`src/rtl/ggx_rng_pkg.sv`:
```
// ggx_rng_pkg: xorshift64 constants, step/pack helpers and FSM states for axis_uniform_rng
package ggx_rng_pkg;

    localparam logic [63:0] DEFAULT_SEED = 64'h9E3779B97F4A7C15;
    localparam int XS_A = 13;
    localparam int XS_B = 7;
    localparam int XS_C = 17;

    typedef enum logic [1:0] {
        ST_IDLE = 2'd0,
        ST_RUN  = 2'd1,
        ST_DONE = 2'd2
    } rng_state_e;

    function automatic logic [63:0] xorshift64_step(input logic [63:0] x);
        logic [63:0] y;
        y = x ^ (x << XS_A);
        y = y ^ (y >> XS_B);
        y = y ^ (y << XS_C);
        return y;
    endfunction

    // Each uniform is the top frac_bits of its 32-bit half; u0 lands low, u1 above it.
    function automatic logic [63:0] pack_uniform(input logic [63:0] x, input int frac_bits);
        logic [63:0] u0;
        logic [63:0] u1;
        u0 = {32'd0, x[31:0]} >> (32 - frac_bits);
        u1 = {32'd0, x[63:32]} >> (32 - frac_bits);
        return u0 | (u1 << frac_bits);
    endfunction

endpackage

```
`src/rtl/axis_uniform_rng.sv`:
```
// axis_uniform_rng: AXI-Stream source of uniform (u0,u1) pairs from a backpressure-aware xorshift64
// Ports: m00_axis_aclk/m00_axis_areset (async, active-high); seed, seed_load, start, stop, num_samples
// control a run; busy, done, sample_count report it; m00_axis_* is the AXI-Stream master.
// Build option: define RNG_OPEN_INTERVAL_EN to force the LSB of u0 and u1 to 1 (never zero).
module axis_uniform_rng
    import ggx_rng_pkg::*;
#(
    parameter int FRAC_BITS              = 32,
    parameter int C_M00_AXIS_TDATA_WIDTH = 2*FRAC_BITS,
    parameter int FRAME_LEN              = 256,
    parameter int CNT_BITS               = 32
) (
    input  logic                                  m00_axis_aclk,
    input  logic                                  m00_axis_areset,
    input  logic [63:0]                           seed,
    input  logic                                  seed_load,
    input  logic                                  start,
    input  logic                                  stop,
    input  logic [CNT_BITS-1:0]                   num_samples,
    output logic                                  busy,
    output logic                                  done,
    output logic [CNT_BITS-1:0]                   sample_count,
    output logic                                  m00_axis_tvalid,
    input  logic                                  m00_axis_tready,
    output logic [C_M00_AXIS_TDATA_WIDTH-1:0]     m00_axis_tdata,
    output logic                                  m00_axis_tlast,
    output logic [C_M00_AXIS_TDATA_WIDTH/8-1:0]   m00_axis_tstrb
);

    localparam int W  = C_M00_AXIS_TDATA_WIDTH;
    localparam int FW = (FRAME_LEN > 1) ? $clog2(FRAME_LEN) : 1;
    localparam logic [FW-1:0] FRAME_LAST = FW'(FRAME_LEN - 1);

    rng_state_e          fsm;
    logic [63:0]         gen;
    logic [63:0]         gen_src;
    logic [63:0]         gen_nxt;
    logic [W-1:0]        load_data;
    logic [CNT_BITS-1:0] num_lat;
    logic [CNT_BITS-1:0] cnt_inc;
    logic [FW-1:0]       frame_cnt;
    logic [FW-1:0]       frame_nxt;
    logic                stop_pending;
    logic                hs;
    logic                last_beat;
    logic                next_final;

    assign m00_axis_tstrb = '1;

    always_comb begin
        // A seed_load in IDLE feeds the step directly so a coincident start uses the new seed.
        gen_src    = (fsm == ST_IDLE && seed_load) ? ((seed == '0) ? DEFAULT_SEED : seed) : gen;
        gen_nxt    = xorshift64_step(gen_src);
        load_data  = W'(pack_uniform(gen_nxt, FRAC_BITS));
`ifdef RNG_OPEN_INTERVAL_EN
        load_data  = load_data | W'((64'd1 << FRAC_BITS) | 64'd1);
`endif
        hs         = m00_axis_tvalid && m00_axis_tready;
        cnt_inc    = sample_count + CNT_BITS'(1);
        frame_nxt  = (frame_cnt == FRAME_LAST) ? '0 : frame_cnt + FW'(1);
        last_beat  = (num_lat != '0 && cnt_inc == num_lat) || stop_pending || stop;
        // The beat about to be loaded is number cnt_inc+1 of the run.
        next_final = (num_lat != '0) && (cnt_inc + CNT_BITS'(1) == num_lat);
    end

    always_ff @(posedge m00_axis_aclk or posedge m00_axis_areset) begin
        if (m00_axis_areset) begin
            fsm             <= ST_IDLE;
            gen             <= DEFAULT_SEED;
            m00_axis_tvalid <= 1'b0;
            m00_axis_tdata  <= '0;
            m00_axis_tlast  <= 1'b0;
            busy            <= 1'b0;
            done            <= 1'b0;
            sample_count    <= '0;
            frame_cnt       <= '0;
            num_lat         <= '0;
            stop_pending    <= 1'b0;
        end else begin
            done <= 1'b0;
            case (fsm)
                ST_IDLE: begin
                    if (start) begin
                        gen             <= gen_nxt;
                        m00_axis_tdata  <= load_data;
                        m00_axis_tvalid <= 1'b1;
                        m00_axis_tlast  <= (FRAME_LAST == '0) || (num_samples == CNT_BITS'(1));
                        num_lat         <= num_samples;
                        sample_count    <= '0;
                        frame_cnt       <= '0;
                        stop_pending    <= 1'b0;
                        busy            <= 1'b1;
                        fsm             <= ST_RUN;
                    end else if (seed_load) begin
                        gen <= gen_src;
                    end
                end
                ST_RUN: begin
                    if (stop) stop_pending <= 1'b1;
                    if (hs) begin
                        sample_count <= cnt_inc;
                        frame_cnt    <= frame_nxt;
                        if (last_beat) begin
                            m00_axis_tvalid <= 1'b0;
                            m00_axis_tlast  <= 1'b0;
                            busy            <= 1'b0;
                            done            <= 1'b1;
                            fsm             <= ST_DONE;
                        end else begin
                            gen            <= gen_nxt;
                            m00_axis_tdata <= load_data;
                            m00_axis_tlast <= (frame_nxt == FRAME_LAST) || next_final;
                        end
                    end
                end
                default: fsm <= ST_IDLE;
            endcase
        end
    end

endmodule

```
`config.mk`:
```
export PLATFORM = sky130hd
export DESIGN_NAME = axis_uniform_rng
export DESIGN_NICKNAME = d
export VERILOG_FILES = /design/src/rtl/ggx_rng_pkg.sv /design/src/rtl/axis_uniform_rng.sv
export SDC_FILE = /design/constraint.sdc
export NUM_CORES = 1
export LEC_CHECK = 0
export CAP_MARGIN = 20
export CORE_ASPECT_RATIO = 1.1
export CORE_MARGIN = 3
export CORE_UTILIZATION = 60
export CTS_BUF_LIST = sky130_fd_sc_hd__clkbuf_16
export DETAILED_ROUTE_END_ITERATION = 7
export GPL_ROUTABILITY_DRIVEN = 1
export PLACE_DENSITY = 0.87
export SETUP_SLACK_MARGIN = 0.2
export SLEW_MARGIN = 20
export SYNTH_ARGS = -nofsm -noshare
export SYNTH_HDL_FRONTEND = slang
export SYNTH_SLANG_ARGS = --single-unit
```
`constraint.sdc`:
```
create_clock -name m00_axis_aclk -period 19.7 [get_ports m00_axis_aclk]
set_input_delay 2.955 -clock m00_axis_aclk [delete_from_list [all_inputs] [get_ports m00_axis_aclk]]
set_output_delay 2.955 -clock m00_axis_aclk [all_outputs]
set_load 0.01 [all_outputs]
```
==> results of run 1 <==
-- registers in the layout, summed over array words and instances, names as in the netlist --
| signal | cells |
|---|---|
| gen | 64 |
| m00_axis_tdata | 64 |
| num_lat | 32 |
| sample_count | 32 |
| frame_cnt | 8 |
| fsm | 2 |
| done | 1 |
| m00_axis_tlast | 1 |
| m00_axis_tvalid | 1 |
| stop_pending | 1 |
-- power groups by stage --
stage	Clock, mW	Sequential, mW	Combinational, mW
final	0.453	0.854	2.34
after global routing	0.471	0.872	2.50
after CTS	0.453	0.847	2.28
after detailed placement	0	0.850	2.26
after global placement	0	0.842	2.21
after floorplan	0	0.804	1.59
-- worst reg2reg max path: stages, from the launching register on --
cell,delay [ps]
dfrtp_1,700
ha_1,610
nand3_1,470
or4_4,690
or4_1,580
xor2_1,310
xnor2_1,100
or4_1,640
o31ai_4,510
o21a_4,450
nand2b_2,200
buf_4,620
mux2_1,450
-- worst paths after layout --
check	slack (ps)	cells after the start	endpoint
hold / removal	480	2	gen[61]
min in group asynchronous	2820	2	sample_count[30]
hold reg to reg	480	2	gen[61]
max in group asynchronous	15150	4	gen[55]
setup / recovery	12950	11	gen[32]
setup reg to reg	13230	12	m00_axis_tdata[40]
-- metal layers --
metal	part of all wire, %	vias to the layer above
li1	-	6399
met1	36	6771
met2	48	900
met3	8.7	238
met4	7.5	0
met5	0	-
-- logic make-up (layout without fill, tap and decap cells) --
group / count (synthesis) / in the layout
buffers and inverters: 144 / 279
other: 1 / 10
adder cells (fa/ha/maj): 4 / 4
flip-flops: 206 / 206
XOR/XNOR: 313 / 313
AND/OR/NAND/NOR: 620 / 620
multiplexers: 44 / 44
AO/OA/AOI/OAI: 417 / 417
-- area by class of cell --
type,count,share of cell area [%]
Clock inverter,19,0.918
Timing Repair Buffer,215,12.3
Antenna cell,2,0.0287
Inverter,20,0.473
Multi-Input combinational cell,1406,50.7
Sequential cell,206,29.8
Clock buffer,25,3.59
Tap cell,305,2.19
-- layout by cell type (no fill, tap or decap), types with 5 or more instances in the layout --
cell             synthesis  layout
dfstp_2                 38      38
nor2_1                 100      99
and4_1                   7       7
o211ai_1                 7       7
a21oi_1                 76      76
o21ai_0                183     183
a21o_1                  19      19
dfrtp_1                168     168
and2_1                  11      10
clkbuf_16                0      25
conb_1                   1       8
mux2_1                  26      26
mux2i_1                 10      10
nand2b_1                11       9
xnor2_1                219     219
buf_4                   17      12
or4_1                    8       8
and3_1                  12      12
inv_1                   20      25
xor2_1                  93      93
nor4_1                  50      49
or3_1                   13      13
nor3_1                  25      25
clkinv_2                 0       5
nor4b_1                  8       8
nand2_1                270     269
clkdlybuf4s50_1          0     201
mux2_2                   8       8
o31ai_1                 21      21
a22oi_1                  5       5
o21ai_1                 12      12
a31oi_1                  8       8
a211oi_1                17      17
o22ai_1                 24      24
nand4_1                 38      38
nand3_1                 40      40
-- per-stage QoR --
| step | instances | setup WS (ps) | cell area [µm²] |
|---|---|---|---|
| 2_1_floorplan | 1756 | 11180 | 14700 |
| 3_3_place_gp | 2151 | 12890 | 16600 |
| 3_5_place_dp | 2151 | 12820 | 16600 |
| 4_1_cts | 2195 | 13190 | 17400 |
| 5_1_grt | 2196 | 12900 | 17400 |
| 6_report | 2198 | 12950 | 17400 |
==> results_dict.tcl, run 1 <==
set metrics [dict create \
    fin_hold_ws_ps 482 \
    postLayoutCoreUtil_pct 73.2 \
    clkPwrFrac_pct 12.4 \
    use_met3_pct 7.07 \
    ctsHoldBuffers 0 \
    numCtsBuffers 24 \
    drt-total-wl_mm 52.3 \
    yosysUniqueCellTypes 75 \
    grt_pass1_vias 13935 \
    cts.clk_slew.worst_paths_ps 60 \
    nFillCells 1829 \
    synthMuxAreaShare_pct 3.30 \
    clock.fmax_mhz 148 \
    synth.most_common_cell "nand2_1" \
    grt_first_pass_wirelength_mm 80.3 \
    post-route-min-period_ps 6750 \
    powerDensity_nw_per_um2 209 \
    synth_area_leaders "dfrtp_1, xnor2_1, nand2_1, dfstp_2, o21ai_0" \
    hold_class "flip-flop to flip-flop" \
    yosys.area_share.adder_pct 0.342 \
    drt_iter0_drc 1553 \
    power.share.switching_pct 48.5 \
    ys_warn_count 0 \
    syn_avg_cell_area_um2 8.38 \
    report.final.slew_viol_count 0 \
    viasPerCell 6.51 \
    grt_max_degree 140 \
    synth_top_area_share_pct 28.7 \
    dieHeight_um 170 \
    drc 0 \
    switching_power_mw 1.77 \
    worstSetupEndpointType "flip-flop" \
    antenna_found_initial 2 \
    rows 59 \
    cts.sinks 206 \
    synth_edf_count 0 \
    post-route-period-util_pct 34.2 \
    synth_cells 1749 \
    drive_gt1_share_pct 6.45 \
    power_frac_comb_pct 64.1 \
    synth_ff_type "dfrtp_1" \
    clock_latency_ps 530 \
    synth-xor-area-share_pct 18.8 \
    sequentialPowerShare_pct 23.4 \
    p_leak_nw 6.72 \
    setup_viol 0 \
    synth_compound_area_share_pct 17.0 \
    rsz0062_at_grt "false" \
    port_buffers 201 \
    use_met2_pct 65.5 \
    synth_seq_cells 206 \
    clock_path_buffers 3 \
    cts_tree "yes" \
    io_pins 210 \
    grt_usage_pct 38.8 \
    maxCapViolations 0 \
    fp.dieW_um 155 \
    critPathLaunchType "primary input" \
    max_stage_delay_ps 710 \
    cp.arrival_ps 7220 \
    multi_input_area_um2 8850 \
    initial_core_util_pct 61.4 \
    hold_start "gen[61]" \
    cp_top_family "buffers and inverters" \
    worstPathMaxFanout 72 \
    synthToLayoutAreaGrowth_pct 19.1 \
    core_area_um2 23800 \
    crit_type "primary input to flip-flop" \
    netlist_area_um2 14600 \
    seq_area_um2 5200 \
    status "completed" \
    final_nets 1979 \
    worst_pin_slew_ps 1030 \
    dpl.hpwl_mm 37.8 \
    use_met1_pct 46.4 \
    synth_top_family_by_area "simple AND/OR/NAND/NOR gates" \
    ir_worst_vdd_v 0.000107 \
    async_flop_share_pct 100 \
    internal_power_mw 1.88 \
    critPathBufInv 3 \
    skew_ps 17.6 \
    drtPass1Iterations 8 \
    via_count 14308 \
    ys_seq_area_share_pct 35.5 \
    cts-root-buf "clkbuf_16" \
    postRouteAntennaNets 0 \
    cpMaxStageDelayCell "buf_4" \
    synthSimpleGateAreaFrac_pct 20.5 \
    hold_viol 0 \
    synth_top_area_cell "dfrtp_1" \
    die-area_um2 26300 \
    crit_start "seed_load" \
    worstPathRequired_ps 20170 \
    cts_htree_levels 1 \
    fin_tns_setup_ps 0 \
    worstPathCellList "clkdlybuf4s50_1 > nor3b_2 > buf_4 > buf_4 > o21ai_0 > nand2_1 > xor2_1 > xnor2_1 > xnor2_1 > a211oi_1 > a21o_1" \
    cts_setup_buffers 0 \
    ctsResizeCount 0 \
    routedWlPerCell_um 23.8 \
    finalWeightedCongestion 1.05 \
    overflow 0 \
    reg2reg_from "sample_count[0]" \
    yosys-top-cells-count "nand2_1, xnor2_1, o21ai_0" \
    busiest_layer "met2" \
    relSlewSlack_pct 31.2 \
    power_mw 3.64 \
]
No activity file was read; power rests on OpenSTA's default activity.
==> run 2: changes to the inputs <==
--- a/config.mk
+++ b/config.mk
@@ -8,11 +8,11 @@
 export CAP_MARGIN = 20
 export CORE_ASPECT_RATIO = 1.1
 export CORE_MARGIN = 3
-export CORE_UTILIZATION = 60
+export CORE_UTILIZATION = 51
 export CTS_BUF_LIST = sky130_fd_sc_hd__clkbuf_16
 export DETAILED_ROUTE_END_ITERATION = 7
 export GPL_ROUTABILITY_DRIVEN = 1
-export PLACE_DENSITY = 0.87
+export PLACE_DENSITY = 0.78
 export SETUP_SLACK_MARGIN = 0.2
 export SLEW_MARGIN = 20
 export SYNTH_ARGS = -nofsm -noshare
==> constraint.sdc (replaced) <==
create_clock -name m00_axis_aclk -period 5.55 [get_ports m00_axis_aclk]
set_input_delay 0.8325 -clock m00_axis_aclk [delete_from_list [all_inputs] [get_ports m00_axis_aclk]]
set_output_delay 0.8325 -clock m00_axis_aclk [all_outputs]
set_load 0.01 [all_outputs]
==> run 2 against run 1 <==
Against the previous run: sequential share of layout area fell by 0.49 points; clock power grew to 3.8 times the previous value; via count decreased by 1.5%; non-clock buffer count up 21; first-iteration DRC count is 9.0% lower; hold slack about the same; global-route usage fell by 6.7 points; combinational power grew to 3.6 times the previous value; die area grew 17%; clock skew about the same; critical endpoint is now m00_axis_tdata[19]; utilization decreased by 9.9 points; total power rose to 3.6 times the previous value.
==> results_dict.tcl, run 2 (synthesis gave the netlist of run 1 again) <==
set metrics [dict create \
    fin_tns_setup_ps 0 \
    ir_worst_vdd_v 0.000436 \
    io_pins 210 \
    cts.clk_slew.worst_paths_ps 60 \
    critPathLaunchType "flip-flop" \
    grt_max_degree 132 \
    cts_setup_buffers 0 \
    layout_common_cells "nand2_1, xnor2_1, clkdlybuf4s50_1, o21ai_0, dfrtp_1" \
    drt_iter0_drc 1414 \
    skew_ps 17.2 \
    crit_start "sample_count[1]" \
    post-route-min-period_ps 4840 \
    hold_class "flip-flop to flip-flop" \
    final_common_cell "nand2_1" \
    clock_path_buffers 3 \
    dieHeight_um 184 \
    initial_core_util_pct 52.3 \
    cts-root-buf "clkbuf_16" \
    worst_pin_slew_ps 991 \
    final_nets 2000 \
    grt_pass1_vias 13739 \
    place_inst 2231 \
    via_count 14098 \
    r2r-end "m00_axis_tdata[19]" \
    post-route-period-util_pct 87.1 \
    powerDensity_nw_per_um2 736 \
    drive_gt1_share_pct 7.53 \
    grt_usage_pct 32.1 \
    die-area_um2 30800 \
    reg_top3 "gen (64), m00_axis_tdata (64)" \
    dpl.hpwl_mm 37.8 \
    drt-total-wl_mm 50.8 \
    relSlewSlack_pct 33.9 \
    max_stage_delay_ps 620 \
    drc 0 \
    synthToLayoutAreaGrowth_pct 21.1 \
    cp.arrival_ps 5270 \
    postRouteAntennaNets 0 \
    cts_tree "yes" \
    worstPathMaxFanout 86 \
    reg2reg_from "sample_count[1]" \
    grt_first_pass_wirelength_mm 78.9 \
    fin_cells 2275 \
    overflow 0 \
    setup_viol 0 \
    critPathBufInv 3 \
    ctsResizeCount 0 \
    cp_top_family "simple AND/OR/NAND/NOR gates" \
    worstPathRequired_ps 5980 \
    rrSetupSlack_ps 710 \
    cp_num_cells 14 \
    ctsHoldBuffers 0 \
    rows 64 \
    endpoint "m00_axis_tdata[19]" \
    port_buffers 201 \
    cpMaxStageDelayCell "or4_1" \
    viasPerCell 6.20 \
    numCtsBuffers 24 \
    antenna_found_initial 1 \
    crit_type "flip-flop to flip-flop" \
    finalWeightedCongestion 1.05 \
    fp.dieW_um 168 \
    hold_viol 0 \
    rsz0062_at_grt "false" \
    n_antenna_cell 0 \
    worstPathCellList "ha_1 > nand3_1 > buf_4 > or4_4 > or4_1 > xor2_1 > xnor2_1 > or4_1 > o31ai_4 > o21a_4 > buf_12 > buf_4 > o21ai_0 > o21ai_0" \
    cts.sinks 206 \
    cts_htree_levels 1 \
    core_area_um2 28000 \
    status "completed" \
    clock.fmax_mhz 207 \
    report.final.slew_viol_count 0 \
    reg2regPathDepth 14 \
    p_leak_nw 6.83 \
    maxCapViolations 0 \
    routedWlPerCell_um 22.3 \
    drtPass1Iterations 6 \
    worstSetupEndpointType "flip-flop" \
    clock_latency_ps 530 \
]
==> run 2: stage by stage <==
stage / utilization, % / setup WS [ps] / hold WS (ps) / total power, mW / area (µm²)
after global placement: 60.3 / 921 / 462 / 11.0 / 16900
after CTS: 63.3 / 736 / 485 / 13.0 / 17700
after detailed placement: 60.3 / 788 / 470 / 11.2 / 16900
final: 63.3 / 714 / 482 / 13.1 / 17700
after floorplan: - / 1200 / 449 / 8.48 / 14700
after global routing: 63.3 / 500 / 511 / 13.9 / 17700
==> run 2: final cells by class <==
| cell class | instances | area [µm²] |
|---|---|---|
| clock inverters | 19 | 214 |
| well taps | 363 | 454 |
| repair buffers | 236 | 2320 |
| inverters | 20 | 78.8 |
| flip-flops and latches | 206 | 5200 |
| multi-input cells | 1406 | 8840 |
| fillers | 2375 | 10300 |
| clock buffers | 25 | 626 |
==> run 2: worst min path at each step <==
stage            start  depth (start not counted)  slack (ps)      end
3_3_place_gp   gen[61]                          2         460  gen[61]
4_1_cts        gen[61]                          2         480  gen[61]
3_5_place_dp   gen[61]                          2         470  gen[61]
2_1_floorplan  gen[56]                          1         450  gen[56]
5_1_grt        gen[14]                          2         510  gen[14]
6_report       gen[61]                          2         480  gen[61]
==> run 2: power by group <==
group          switching, mW  total [mW]  internal (mW)
clock network          0.666        1.71           1.04
registers              0.654        2.96           2.31
logic                   4.88        8.38           3.50
total                   6.20        13.1           6.86
==> run 2: worst min-delay path: cells and delay by family, from the launching register on <==
family	cells	cell delay, ps
compound gates	1	60
flops	1	340
simple gates	1	40
==> run 2: metal layers <==
metal  part of all wire [%]  vias to the layer above  track usage (%)  routed length (µm)
li1                       -                     6437                -                   -
met1                     39                     6751             40.7               19800
met2                     47                      742             54.2               24100
met3                    8.4                      166             5.61                4280
met4                    5.1                        2             14.0                2570
met5                  0.026                        -                0                  13
==> run 3: changes to the inputs <==
--- a/config.mk
+++ b/config.mk
@@ -13,6 +13,7 @@
 export DETAILED_ROUTE_END_ITERATION = 7
 export GPL_ROUTABILITY_DRIVEN = 1
 export PLACE_DENSITY = 0.78
+export REMOVE_ABC_BUFFERS = 1
 export SETUP_SLACK_MARGIN = 0.2
 export SLEW_MARGIN = 20
 export SYNTH_ARGS = -nofsm -noshare
==> run 3 against run 2 <==
Against the previous run: combinational power decreased by 4.4%; largest cell class unchanged; register-to-register slack got worse by 120 ps; hold slack improved by 3.0 ps; non-clock buffer count unchanged; global-route usage decreased by 0.36 points; count of clock-buffer cells in the layout unchanged; critical path depth decreased by 2; total power decreased by 4.4%; fmax decreased by 2.4%; sequential share of layout area increased by 0.13 points; final area decreased by 0.44%; sequential cell count unchanged.
==> results_dict.tcl, run 3 (synthesis gave the netlist of run 1 again) <==
set metrics [dict create \
    status "completed" \
    clock.fmax_mhz 202 \
    postRouteAntennaNets 0 \
    setup_viol 0 \
    final_nets 2000 \
    finalWeightedCongestion 0.982 \
    power_frac_comb_pct 64.1 \
    skew_ps 14.6 \
    grt_first_pass_wirelength_mm 77.5 \
    die-area_um2 30800 \
    dpl.hpwl_mm 37.3 \
    initial_core_util_pct 52.3 \
    power.share.switching_pct 46.8 \
    relSlewSlack_pct 33.0 \
    via_count 14009 \
    cts.sinks 206 \
    cts_setup_buffers 0 \
    rsz0062_at_grt "false" \
    io_pins 210 \
    fin_tns_setup_ps 0 \
    grt_usage_pct 31.7 \
    numCtsBuffers 24 \
    clock_latency_ps 530 \
    dieHeight_um 184 \
    postLayoutCoreUtil_pct 63.0 \
    worstPathMaxFanout 64 \
    switching_power_mw 5.85 \
    place_ws_ps 657 \
    overflow 0 \
    drive_gt1_share_pct 7.27 \
    port_buffers 201 \
    ir_worst_vdd_v 0.000332 \
    grt_max_degree 127 \
    ctsResizeCount 0 \
    viasPerCell 6.16 \
    seq_area_um2 5200 \
    nFillCells 2426 \
    powerDensity_nw_per_um2 707 \
    fin_ws_ps 596 \
    post-route-period-util_pct 89.3 \
    multi_input_area_um2 8840 \
    n_antenna_cell 0 \
    critPathLaunchType "flip-flop" \
    rrSetupSlack_ps 600 \
    ctsHoldBuffers 0 \
    report.final.slew_viol_count 0 \
    grt_pass1_vias 13692 \
    worstSetupEndpointType "flip-flop" \
    internal_power_mw 6.64 \
    cts-root-buf "clkbuf_16" \
    cts_htree_levels 1 \
    fp.dieW_um 168 \
    drtPass1Iterations 5 \
    cts.clk_slew.worst_paths_ps 60 \
    drc 0 \
    fin_hold_ws_ps 485 \
    worst_pin_slew_ps 1010 \
    drt_iter0_drc 1350 \
    hold_viol 0 \
    cts_tree "yes" \
    rows 64 \
    drt-total-wl_mm 50.4 \
    p_leak_nw 6.81 \
    clkPwrFrac_pct 12.0 \
    worstPathRequired_ps 5960 \
    maxCapViolations 0 \
    synthToLayoutAreaGrowth_pct 20.5 \
    hold_class "flip-flop to flip-flop" \
    core_area_um2 28000 \
    post-route-min-period_ps 4950 \
    antenna_found_initial 0 \
    cp.arrival_ps 5370 \
    layout_common_cells "nand2_1, xnor2_1, clkdlybuf4s50_1, o21ai_0, dfrtp_1" \
    crit_type "flip-flop to flip-flop" \
    final_common_cell "nand2_1" \
    clock_path_buffers 3 \
    routedWlPerCell_um 22.2 \
    sequentialPowerShare_pct 23.8 \
    reg_top3 "gen (64), m00_axis_tdata (64)" \
]
run 3: cell types whose count changed in the layout (fill, tap and decap cells not counted), moves of 2 or more:
cell | before | now
buf_4 | 31 | 29
inv_1 | 20 | 25
buf_12 | 3 | 5
bufinv_16 | 5 | 1
run 3: stage by stage:
step                      total power, mW  instance area, µm²  cells
final                                12.5               17700   2274
after CTS                            12.5               17700   2274
after global routing                 13.3               17700   2274
after global placement               10.7               16900   2230
after floorplan                      8.36               14100   1632
after detailed placement             10.9               16900   2231
run 3: critical path, stage by stage, from the launching register on:
cell,delay (ps)
dfrtp_1,630
ha_1,560
nand3_1,190
or4_4,600
or4_1,590
xor2_1,270
xnor2_1,90
or4_1,570
o31ai_4,290
o21a_4,170
nand2b_2,140
buf_12,300
mux2_1,370
run 3: cell type report:
type,instances,area share (%)
clock buffer,25,3.54
clock inverter,18,0.588
inverter,20,0.468
multi-input combinational,1406,50.1
sequential,206,29.5
tap,363,2.57
timing repair buffer,236,13.3
run 3: power by group through the flow:
stage / Clock, mW / Sequential (mW) / Combinational (mW)
after floorplan: 0 / 2.90 / 5.47
after global placement: 0 / 2.96 / 7.72
after detailed placement: 0 / 2.99 / 7.92
after CTS: 1.52 / 2.97 / 7.97
after global routing: 1.59 / 3.06 / 8.66
final: 1.50 / 2.98 / 8.01
run 3: per-layer routing:
layer	routed length [µm]	track usage, %	vias up
met3	3790	4.65	165
met1	19500	38.6	6720
met2	24100	55.1	688
met4	2980	16.1	0
met5	0	0	-
li1	-	-	6436
run 3: path summary, 6_finish.rpt:
kind / end / depth (start not counted) / from
worst max register to register: m00_axis_tdata[17] / 12 / sample_count[0]
worst min-delay path: gen[59] / 2 / gen[59]
min in group asynchronous: fsm[0] / 2 / m00_axis_areset
max in group asynchronous: m00_axis_tdata[2] / 3 / m00_axis_areset
worst min register to register: gen[59] / 2 / gen[59]
worst max-delay path: m00_axis_tdata[17] / 12 / sample_count[0]
